## src/rtl/mdr_seq_core.sv

```systemverilog
// Sequential signed multiply / divide / square-root engine of width DW.
// One iteration per cycle, with a start/ready/done handshake.
module mdr_seq_core #(
   parameter int DW = 16,
   parameter int CW = $clog2(DW + 1)
) (
   input  logic          clk,
   input  logic          rst,
   input  logic          i_start,
   input  logic [1:0]    i_op,
   input  logic [DW-1:0] i_data_x,
   input  logic [DW-1:0] i_data_y,
   output logic          o_ready,
   output logic          o_busy,
   output logic          o_done,
   output logic          o_error,
   output logic [DW-1:0] o_result,
   output logic [DW-1:0] o_remainder
);

   localparam int HW = DW / 2;
   localparam logic [1:0] OP_MUL = 2'b00;
   localparam logic [1:0] OP_DIV = 2'b01;
   localparam logic [1:0] OP_SQRT = 2'b10;
   localparam logic [DW-1:0] ONE = {{(DW-1){1'b0}}, 1'b1};
   localparam logic [DW-1:0] MIN_NEG = {1'b1, {(DW-1){1'b0}}};
   localparam logic [2*DW-1:0] MUL_LIM = {{DW{1'b0}}, 1'b1, {(DW-1){1'b0}}};

   typedef enum logic [2:0] {IDLE, CHECK, RUN, FIX, DONE} state_t;

   state_t            state_q, state_d;
   logic [1:0]        op_q, op_d;
   logic [DW-1:0]     x_q, x_d, y_q, y_d;
   logic [DW-1:0]     magB_q, magB_d;
   logic [2*DW-1:0]   acc_q, acc_d;
   logic [DW+1:0]     sqRem_q, sqRem_d;
   logic [HW-1:0]     sqRoot_q, sqRoot_d;
   logic [CW-1:0]     cnt_q, cnt_d;
   logic              resNeg_q, resNeg_d, remNeg_q, remNeg_d;
   logic              error_q, error_d;
   logic [DW-1:0]     result_q, result_d, remainder_q, remainder_d;

   logic [DW-1:0]     magX, magY;
   logic              chkErr;
   logic [DW:0]       mulSum, divShift;
   logic              divGe;
   logic [2*DW-1:0]   accMul, accDiv, accSqrt;
   logic [DW+1:0]     sqShift, sqNext;
   logic [DW-1:0]     sqRemFinal, mulRes, divQ, divR;
   logic              mulOvf;

   // Datapath helpers; the accumulator is shared by all three algorithms.
   always_comb begin
      magX = x_q[DW-1] ? (~x_q + ONE) : x_q;
      magY = y_q[DW-1] ? (~y_q + ONE) : y_q;
      chkErr = (op_q == 2'b11)
             || ((op_q == OP_DIV) && ((y_q == '0) || ((x_q == MIN_NEG) && (y_q == '1))))
             || ((op_q == OP_SQRT) && x_q[DW-1]);

      mulSum = {1'b0, acc_q[2*DW-1:DW]} + (acc_q[0] ? {1'b0, magB_q} : {(DW+1){1'b0}});
      accMul = {mulSum, acc_q[DW-1:1]};

      divShift = {acc_q[2*DW-1:DW], acc_q[DW-1]};
      divGe = divShift >= {1'b0, magB_q};
      accDiv = divGe ? {DW'(divShift - {1'b0, magB_q}), acc_q[DW-2:0], 1'b1}
                     : {divShift[DW-1:0], acc_q[DW-2:0], 1'b0};

      // Non-restoring root: remainder may go negative and is corrected once at the end.
      sqShift = (sqRem_q << 2) + {{DW{1'b0}}, acc_q[DW-1:DW-2]};
      sqNext = sqRem_q[DW+1] ? (sqShift + {{(DW-HW){1'b0}}, sqRoot_q, 2'b11})
                             : (sqShift - {{(DW-HW){1'b0}}, sqRoot_q, 2'b01});
      accSqrt = {acc_q[2*DW-1:DW], acc_q[DW-3:0], 2'b00};
      sqRemFinal = sqRem_q[DW+1] ? DW'(sqRem_q + {{(DW-HW+1){1'b0}}, sqRoot_q, 1'b1})
                                 : DW'(sqRem_q);

      mulOvf = resNeg_q ? (acc_q > MUL_LIM) : (acc_q >= MUL_LIM);
      mulRes = resNeg_q ? (~acc_q[DW-1:0] + ONE) : acc_q[DW-1:0];
      divQ = resNeg_q ? (~acc_q[DW-1:0] + ONE) : acc_q[DW-1:0];
      divR = remNeg_q ? (~acc_q[2*DW-1:DW] + ONE) : acc_q[2*DW-1:DW];
   end

   always_comb begin
      state_d = state_q;
      op_d = op_q;
      x_d = x_q;
      y_d = y_q;
      magB_d = magB_q;
      acc_d = acc_q;
      sqRem_d = sqRem_q;
      sqRoot_d = sqRoot_q;
      cnt_d = cnt_q;
      resNeg_d = resNeg_q;
      remNeg_d = remNeg_q;
      error_d = error_q;
      result_d = result_q;
      remainder_d = remainder_q;
      case (state_q)
         IDLE: begin
            if (i_start) begin
               op_d = i_op;
               x_d = i_data_x;
               y_d = i_data_y;
               error_d = 1'b0;
               state_d = CHECK;
            end
         end
         CHECK: begin
            if (chkErr) begin
               error_d = 1'b1;
               result_d = '0;
               remainder_d = '0;
               state_d = DONE;
            end else begin
               resNeg_d = x_q[DW-1] ^ y_q[DW-1];
               remNeg_d = x_q[DW-1];
               sqRem_d = '0;
               sqRoot_d = '0;
               state_d = RUN;
               case (op_q)
                  OP_MUL: begin
                     magB_d = magX;
                     acc_d = {{DW{1'b0}}, magY};
                     cnt_d = CW'(DW);
                  end
                  OP_DIV: begin
                     magB_d = magY;
                     acc_d = {{DW{1'b0}}, magX};
                     cnt_d = CW'(DW);
                  end
                  default: begin
                     magB_d = '0;
                     acc_d = {{DW{1'b0}}, x_q};
                     cnt_d = CW'(HW);
                  end
               endcase
            end
         end
         RUN: begin
            cnt_d = cnt_q - CW'(1);
            if (cnt_q == CW'(1)) state_d = FIX;
            case (op_q)
               OP_MUL: acc_d = accMul;
               OP_DIV: acc_d = accDiv;
               default: begin
                  acc_d = accSqrt;
                  sqRem_d = sqNext;
                  sqRoot_d = {sqRoot_q[HW-2:0], ~sqNext[DW+1]};
               end
            endcase
         end
         FIX: begin
            state_d = DONE;
            case (op_q)
               OP_MUL: begin
                  error_d = mulOvf;
                  result_d = mulOvf ? '0 : mulRes;
                  remainder_d = '0;
               end
               OP_DIV: begin
                  result_d = divQ;
                  remainder_d = divR;
               end
               default: begin
                  result_d = {{(DW-HW){1'b0}}, sqRoot_q};
                  remainder_d = sqRemFinal;
               end
            endcase
         end
         DONE: state_d = IDLE;
         default: state_d = IDLE;
      endcase
   end

   always_ff @(posedge clk or negedge rst) begin
      if (!rst) begin
         state_q <= IDLE;
         op_q <= '0;
         x_q <= '0;
         y_q <= '0;
         magB_q <= '0;
         acc_q <= '0;
         sqRem_q <= '0;
         sqRoot_q <= '0;
         cnt_q <= '0;
         resNeg_q <= 1'b0;
         remNeg_q <= 1'b0;
         error_q <= 1'b0;
         result_q <= '0;
         remainder_q <= '0;
      end else begin
         state_q <= state_d;
         op_q <= op_d;
         x_q <= x_d;
         y_q <= y_d;
         magB_q <= magB_d;
         acc_q <= acc_d;
         sqRem_q <= sqRem_d;
         sqRoot_q <= sqRoot_d;
         cnt_q <= cnt_d;
         resNeg_q <= resNeg_d;
         remNeg_q <= remNeg_d;
         error_q <= error_d;
         result_q <= result_d;
         remainder_q <= remainder_d;
      end
   end

   assign o_ready = (state_q == IDLE);
   assign o_busy = ~o_ready;
   assign o_done = (state_q == DONE);
   assign o_error = error_q;
   assign o_result = result_q;
   assign o_remainder = remainder_q;

endmodule

```

## config.mk

```make
export PLATFORM = sky130hd
export DESIGN_NAME = mdr_seq_core
export DESIGN_NICKNAME = d
export VERILOG_FILES = /design/src/rtl/mdr_seq_core.sv
export SDC_FILE = /design/constraint.sdc
export NUM_CORES = 1
export LEC_CHECK = 0
export CORE_UTILIZATION = 60
export DETAILED_ROUTE_END_ITERATION = 12
export PLACE_DENSITY = 0.81
export SYNTH_ARGS = -nofsm -noshare
export SYNTH_HDL_FRONTEND = slang
export SYNTH_SLANG_ARGS = --single-unit
```

## constraint.sdc

```tcl
create_clock -name clk -period 4.3 [get_ports clk]
set_clock_uncertainty 0.15 [all_clocks]
set_input_delay 0.86 -clock clk [delete_from_list [all_inputs] [get_ports clk]]
set_output_delay 0.86 -clock clk [all_outputs]
set_load 0.05 [all_outputs]
```

==> results of run 1 <==
-- state kept, by name (all words and copies together) (netlist names) --
name / flops
x_q: 16
state_q: 3
remNeg_q: 1
acc_q: 32
sqRem_q: 17
op_q: 2
resNeg_q: 1
sqRoot_q: 8
magB_q: 16
o_result: 16
cnt_q: 5
o_remainder: 16
y_q: 16
o_error: 1
-- through the flow --
stage	cell area (sq um)	setup WS, ps	utilization (%)
floorplan	11310	1028	-
detailed placement	12140	489.3	66.67
global placement	12140	504.6	66.67
global route	12700	130.3	69.77
CTS	12700	438.5	69.77
finish	12700	369.0	69.77
-- layout make-up --
type / count / share of cell area [%]
multi-input combinational: 1043 / 54.93
sequential: 150 / 29.55
timing repair buffer: 93 / 7.120
clock buffer: 19 / 3.486
tap: 229 / 2.255
inverter: 57 / 1.684
clock inverter: 13 / 0.9651
-- kinds of logic after synthesis --
family                     share of synthesized area (%)
AOI/OAI and AO/OA                                  22.87
xor gates and xnor gates                           8.206
adders and majority gates                          7.609
buffers and inverters                              5.132
DFF                                                33.18
muxes                                              6.370
and+or+nand+nor                                    16.63
-- worst min-delay path by stage --
| stage | endpoint | slack (ps) |
|---|---|---|
| finish | acc_q[24] | 300 |
| global route | magB_q[2] | 340 |
| CTS | magB_q[2] | 330 |
| detailed placement | magB_q[2] | 320 |
| global placement | magB_q[7] | 310 |
| floorplan | magB_q[12] | 300 |
-- worst max-delay path, cell delays in order (launching register included) --
cell and delay, ps:
dfrtp_1 450, inv_1 210, ha_1 210, or3b_2 490, nand2b_1 250, nor3_1 360, mux2i_1 220, nor4_2 600
o21ai_2 230, or2_0 450, o21ai_1 230
-- cells in the final DEF, fill, tap and decap left out, types with 19 or more instances in the layout --
cell type / n
dfrtp_1: 149
nand2_1: 134
o21ai_0: 100
a21oi_1: 89
nor2_1: 78
clkdlybuf4s50_1: 71
xnor2_1: 66
ha_1: 64
nand3_1: 58
inv_1: 56
xor2_1: 40
mux2i_1: 36
mux2_2: 32
o211ai_1: 29
nor3_1: 25
o31ai_1: 24
o21ai_1: 22
a211oi_1: 21
a21o_1: 20
buf_4: 19
-- report_power, final --
group	leakage, nW	internal [mW]	switching [mW]
Combinational	3.31	2.91	4.45
Clock	0.272	0.821	0.673
Sequential	1.93	2.00	0.886
-- per-layer routing --
metal  track usage (%)  vias to the layer above  share of wire [%]
met5                 0                        -                  0
met3             6.263                       89                7.0
met4             14.85                        0                3.6
li1                  -                     4894                  -
met2             56.10                      443                 47
met1             44.47                     5054                 42
==> run_results.csv, run 1 <==
group,metric,value,unit
status,outcome,"finished clean",
finish,n_antenna_cell,0,
setup_path,crit_path_start_kind,"register",
clock_network,cts_setup_buffers,0,
clock_network,cts_root_buffer,"clkbuf_16",
place,hpwl,22590,um
sta,relSlewSlack,32.99,%
yosys,yosysSeqAreaShare,33.18,%
clock_network,cts_tree,"done",
setup_path,ff2ff_path_depth,10,
setup_path,r2r-start,"acc_q[0]",
sta,drv_slew,0,
setup_path,critPathCaptureType,"register",
drt,ant_nets,0,
pwr,p_leak,5.506,nW
clock_network,hold_buffers,0,
die,rows,49,
finish,area_growth_syn_to_layout,12.30,%
finish,multi_input_area,6979,sq um
clock_network,cts_buffer_depth,2,
die,die_area,19410,sq um
setup_path,r2r_slack,370,ps
drt,via_count,10480,
clock_network,clkTransAtPathRegs,70,ps
yosys,ys_top_cells_by_count,"dfrtp_1 (150), nand2_1 (134), o21ai_0 (100)",
place,io_buffers,72,
clock_network,worstSkewPairLatency,440,ps
die,coreArea,18210,sq um
sta,fin_setup_tns,0,ps
pwr,power.density,924.0,nW/um^2
die,die_w,139.3,um
yosys,synth_edf_count,0,
setup_path,worstSetupPathType,"reg -> reg",
yosys,ys.flop_type,"dfrtp_1",
sta,hold_ws,301.1,ps
setup_path,cp_max_fo,9,
finish,nNetsFinal,1466,
yosys,ys_ff_latch,150,
drt,avgRoutedWirePerCell,19.94,um
yosys,synth_cell_type_count,67,
global_route,grt_pass1_wl,52870,um
yosys,synth_top_area_share,33.18,%
yosys,synth_area,11310,sq um
yosys,synth.most_common_cell,"dfrtp_1",
drt,first_pass_iters,5,
global_route,grt-ovfl-total,0,
setup_path,required,4510,ps
yosys,synthCells,1332,
die,die_h,139.3,um
finish,fillerInstances,1434,
yosys,yosysTopAreaCell,"dfrtp_1",
global_route,antenna_found_initial,0,
sta,fin_crit_sh,91.42,%
clock_network,cts_buffers,17,
place,placed_cells,1572,
clock_network,post_cts_resize_count,0,
global_route,grt_use_total,34.28,%
yosys,synth_area_leaders,"dfrtp_1 (33%), ha_1 (7.1%), xnor2_1 (5.1%)",
global_route,grt_max_degree,108,
yosys,syn_area_per_cell,8.494,sq um
setup_path,worstPathArrival,4140,ps
die,start_util,62.13,%
drt,drt_iter0_drc,1006,
sta,finalCriticalPeriod,3931,ps
drt,vias_per_cell,6.534,
setup_path,r2r_end,"o_result[8]",
yosys,synth_nets,1436,
place,gp_congestion,0.9439,
pwr,total_power,11.74,mW
run,cap_violations,0,
sta,rsz0062_at_grt,"false",
die,io_pins,73,
setup_path,startpoint,"acc_q[0]",
drt,finalWirelength,31980,um
sta,max_freq,0.2544,GHz
sta,worst_slew_pin_slew,1005,ps
global_route,grt_pass1_vias,10300,
pwr,peakVddDrop,0.0006481,V
sta,finalHoldViolCount,0,
drt,drc,0,
setup_path,cp-endpoint,"o_result[8]",
min_path,hp-class,"in -> async",
sta,setup_viol_count_final,0,
finish,drive_above_1_share,7.200,%
clock_network,htreeDepth,4,
yosys,ys_warn_count,0,
finish,regArea,3755,sq um
clock_network,cts.sinks,150,
finish,final_cells,1604,
yosys,synthArstFlopShare,100.0,%
Power figures use the tool's default switching activity.
==> run 2, diff against run 1 <==
--- a/config.mk
+++ b/config.mk
@@ -8,6 +8,7 @@
 export CORE_UTILIZATION = 60
 export DETAILED_ROUTE_END_ITERATION = 12
 export PLACE_DENSITY = 0.81
+export REMOVE_ABC_BUFFERS = 1
 export SYNTH_ARGS = -nofsm -noshare
 export SYNTH_HDL_FRONTEND = slang
 export SYNTH_SLANG_ARGS = --single-unit
==> run 2 against run 1 <==
Net effect: sequential share of layout area down 0.10 points; register-to-register slack gained 50 ps; core utilization grew 0.25 points; cell count rose by 0.31%; wire length down 2.3%; die area did not move; via count down 0.77%; combinational power rose by 0.7%; global-route usage is 0.88 points lower; power hardly changed.
==> run_results.csv, run 2 (same netlist as run 1, synthesis figures left out) <==
group,metric,value,unit
min_path,hp-class,"reg -> reg",
sta,finalCriticalPeriod,3885,ps
pwr,total_power,11.75,mW
sta,setup_viol_count_final,0,
place,placed_area,12160,sq um
finish,post-route-cell-area,12750,sq um
sta,relSlewSlack,28.09,%
place,gp_congestion,0.9728,
finish,final_cells,1609,
drt,first_pass_iters,5,
drt,avgRoutedWirePerCell,19.42,um
clock_network,cts_buffers,17,
drt,drc,0,
drt,drt_iter0_drc,877,
clock_network,htreeDepth,4,
run,cap_violations,0,
setup_path,worstPathArrival,4040,ps
setup_path,crit_chain,"inv_1 > ha_1 > or3b_2 > nand2b_1 > nor3_1 > mux2i_1 > nor4_2 > o21ai_2 > or2_0 > o21ai_1",
setup_path,cp_max_fo,9,
sta,fin_crit_sh,90.35,%
global_route,grt-ovfl-total,0,
die,die_w,139.3,um
drt,ant_nets,0,
setup_path,critPathCaptureType,"register",
sta,rsz0062_at_grt,"false",
die,io_pins,73,
drt,finalWirelength,31250,um
finish,largest_reg_flops,32,
clock_network,worstSkewPairLatency,440,ps
global_route,grt_pass1_vias,10050,
finish,area_growth_syn_to_layout,12.70,%
pwr,p_leak,5.524,nW
clock_network,cts_tree,"done",
die,die_area,19410,sq um
die,rows,49,
die,coreArea,18210,sq um
setup_path,required,4460,ps
die,start_util,62.13,%
finish,nNetsFinal,1471,
finish,reg_top3,"acc_q: 32 flops, sqRem_q: 17 flops",
clock_network,cts_setup_buffers,0,
place,placed_cells,1577,
pwr,power.density,921.2,nW/um^2
place,io_buffers,72,
clock_network,cts.sinks,150,
finish,drive_above_1_share,7.536,%
place,hpwl,22590,um
sta,drv_slew,0,
global_route,antenna_found_initial,0,
clock_network,post_cts_resize_count,0,
global_route,grt_pass1_wl,51300,um
finish,mostFrequentLayoutCell,"dfrtp_1",
setup_path,crit_path_start_kind,"register",
global_route,grt_max_degree,112,
die,die_h,139.3,um
global_route,grt_use_total,33.39,%
drt,vias_per_cell,6.463,
pwr,peakVddDrop,0.0009384,V
finish,final_cell_mix,"dfrtp_1 (149), nand2_1 (134), o21ai_0 (100)",
setup_path,critPathSlowestCell,"mux2i_1",
sta,finalHoldViolCount,0,
clock_network,cts_root_buffer,"clkbuf_16",
drt,via_count,10400,
setup_path,slowest_delay,530,ps
clock_network,clkTransAtPathRegs,70,ps
clock_network,cts_buffer_depth,2,
clock_network,hold_buffers,0,
setup_path,worstSetupPathType,"reg -> reg",
sta,worst_slew_pin_slew,1079,ps
status,outcome,"finished clean",
sta,max_freq,0.2574,GHz
finish,top_register,"acc_q",
sta,hold_ws,332.9,ps
finish,n_antenna_cell,0,
## run 2: cell count changes in the layout (fill, tap and decap cells not counted)
cell | before | now
buf_4 | 19 | 25
clkinv_2 | 3 | 0
buf_12 | 2 | 1
clkinv_4 | 1 | 2
clkinv_8 | 0 | 1
clkinvlp_4 | 3 | 4
inv_6 | 4 | 3
inv_8 | 1 | 2
## run 2: final timing paths
path / start / endpoint / slack (ps) / depth (start not counted)
max in group asynchronous: rst / o_error / 2610 / 2
setup reg to reg: acc_q[0] / o_result[8] / 420 / 10
hold reg to reg: magB_q[7] / magB_q[7] / 330 / 2
setup / recovery: acc_q[0] / o_result[8] / 420 / 10
hold / removal: magB_q[7] / magB_q[7] / 330 / 2
min in group asynchronous: rst / acc_q[28] / 370 / 1
## run 2: worst max-delay path, delay by kind of cell (launching register included)
family | cells | cell delay [ps]
flops | 1 | 460
simple gates | 5 | 1660
compound gates | 2 | 510
mux | 1 | 530
buf+inv | 1 | 230
fa+ha+maj | 1 | 220
## run 2: final cells by class
class / instances / area, sq um
Clock buffer: 19 / 442.9
Fill cell: 1469 / 5459
Tap cell: 229 / 286.5
Multi-Input combinational cell: 1043 / 6979
Sequential cell: 150 / 3755
Timing Repair Buffer: 98 / 929.6
Clock inverter: 13 / 142.6
Inverter: 57 / 214.0
## run 2: stage by stage
stage / setup WS [ps] / util (%) / TNS, ps
2_1_floorplan: -580.9 / - / -25950
3_3_place_gp: 542.9 / 66.80 / 0
3_5_place_dp: 478.0 / 66.80 / 0
4_1_cts: 465.4 / 70.02 / 0
5_1_grt: 229.0 / 70.02 / 0
6_report: 415.1 / 70.02 / 0
## run 2: report_power, final
| group | switching, mW | total [mW] | internal, mW |
|---|---|---|---|
| combinational | 4.48 | 7.41 | 2.94 |
| clock | 0.670 | 1.50 | 0.831 |
| sequential | 0.830 | 2.83 | 2.00 |
| total | 5.98 | 11.7 | 5.77 |
## run 2: metal layers
metal / vias to the layer above / routed length [um] / track usage [%]
li1: 4917 / - / -
met1: 4979 / 13300 / 44.38
met2: 432 / 14660 / 54.27
met3: 71 / 2303 / 5.437
met4: 0 / 983 / 13.68
met5: - / 0 / 0
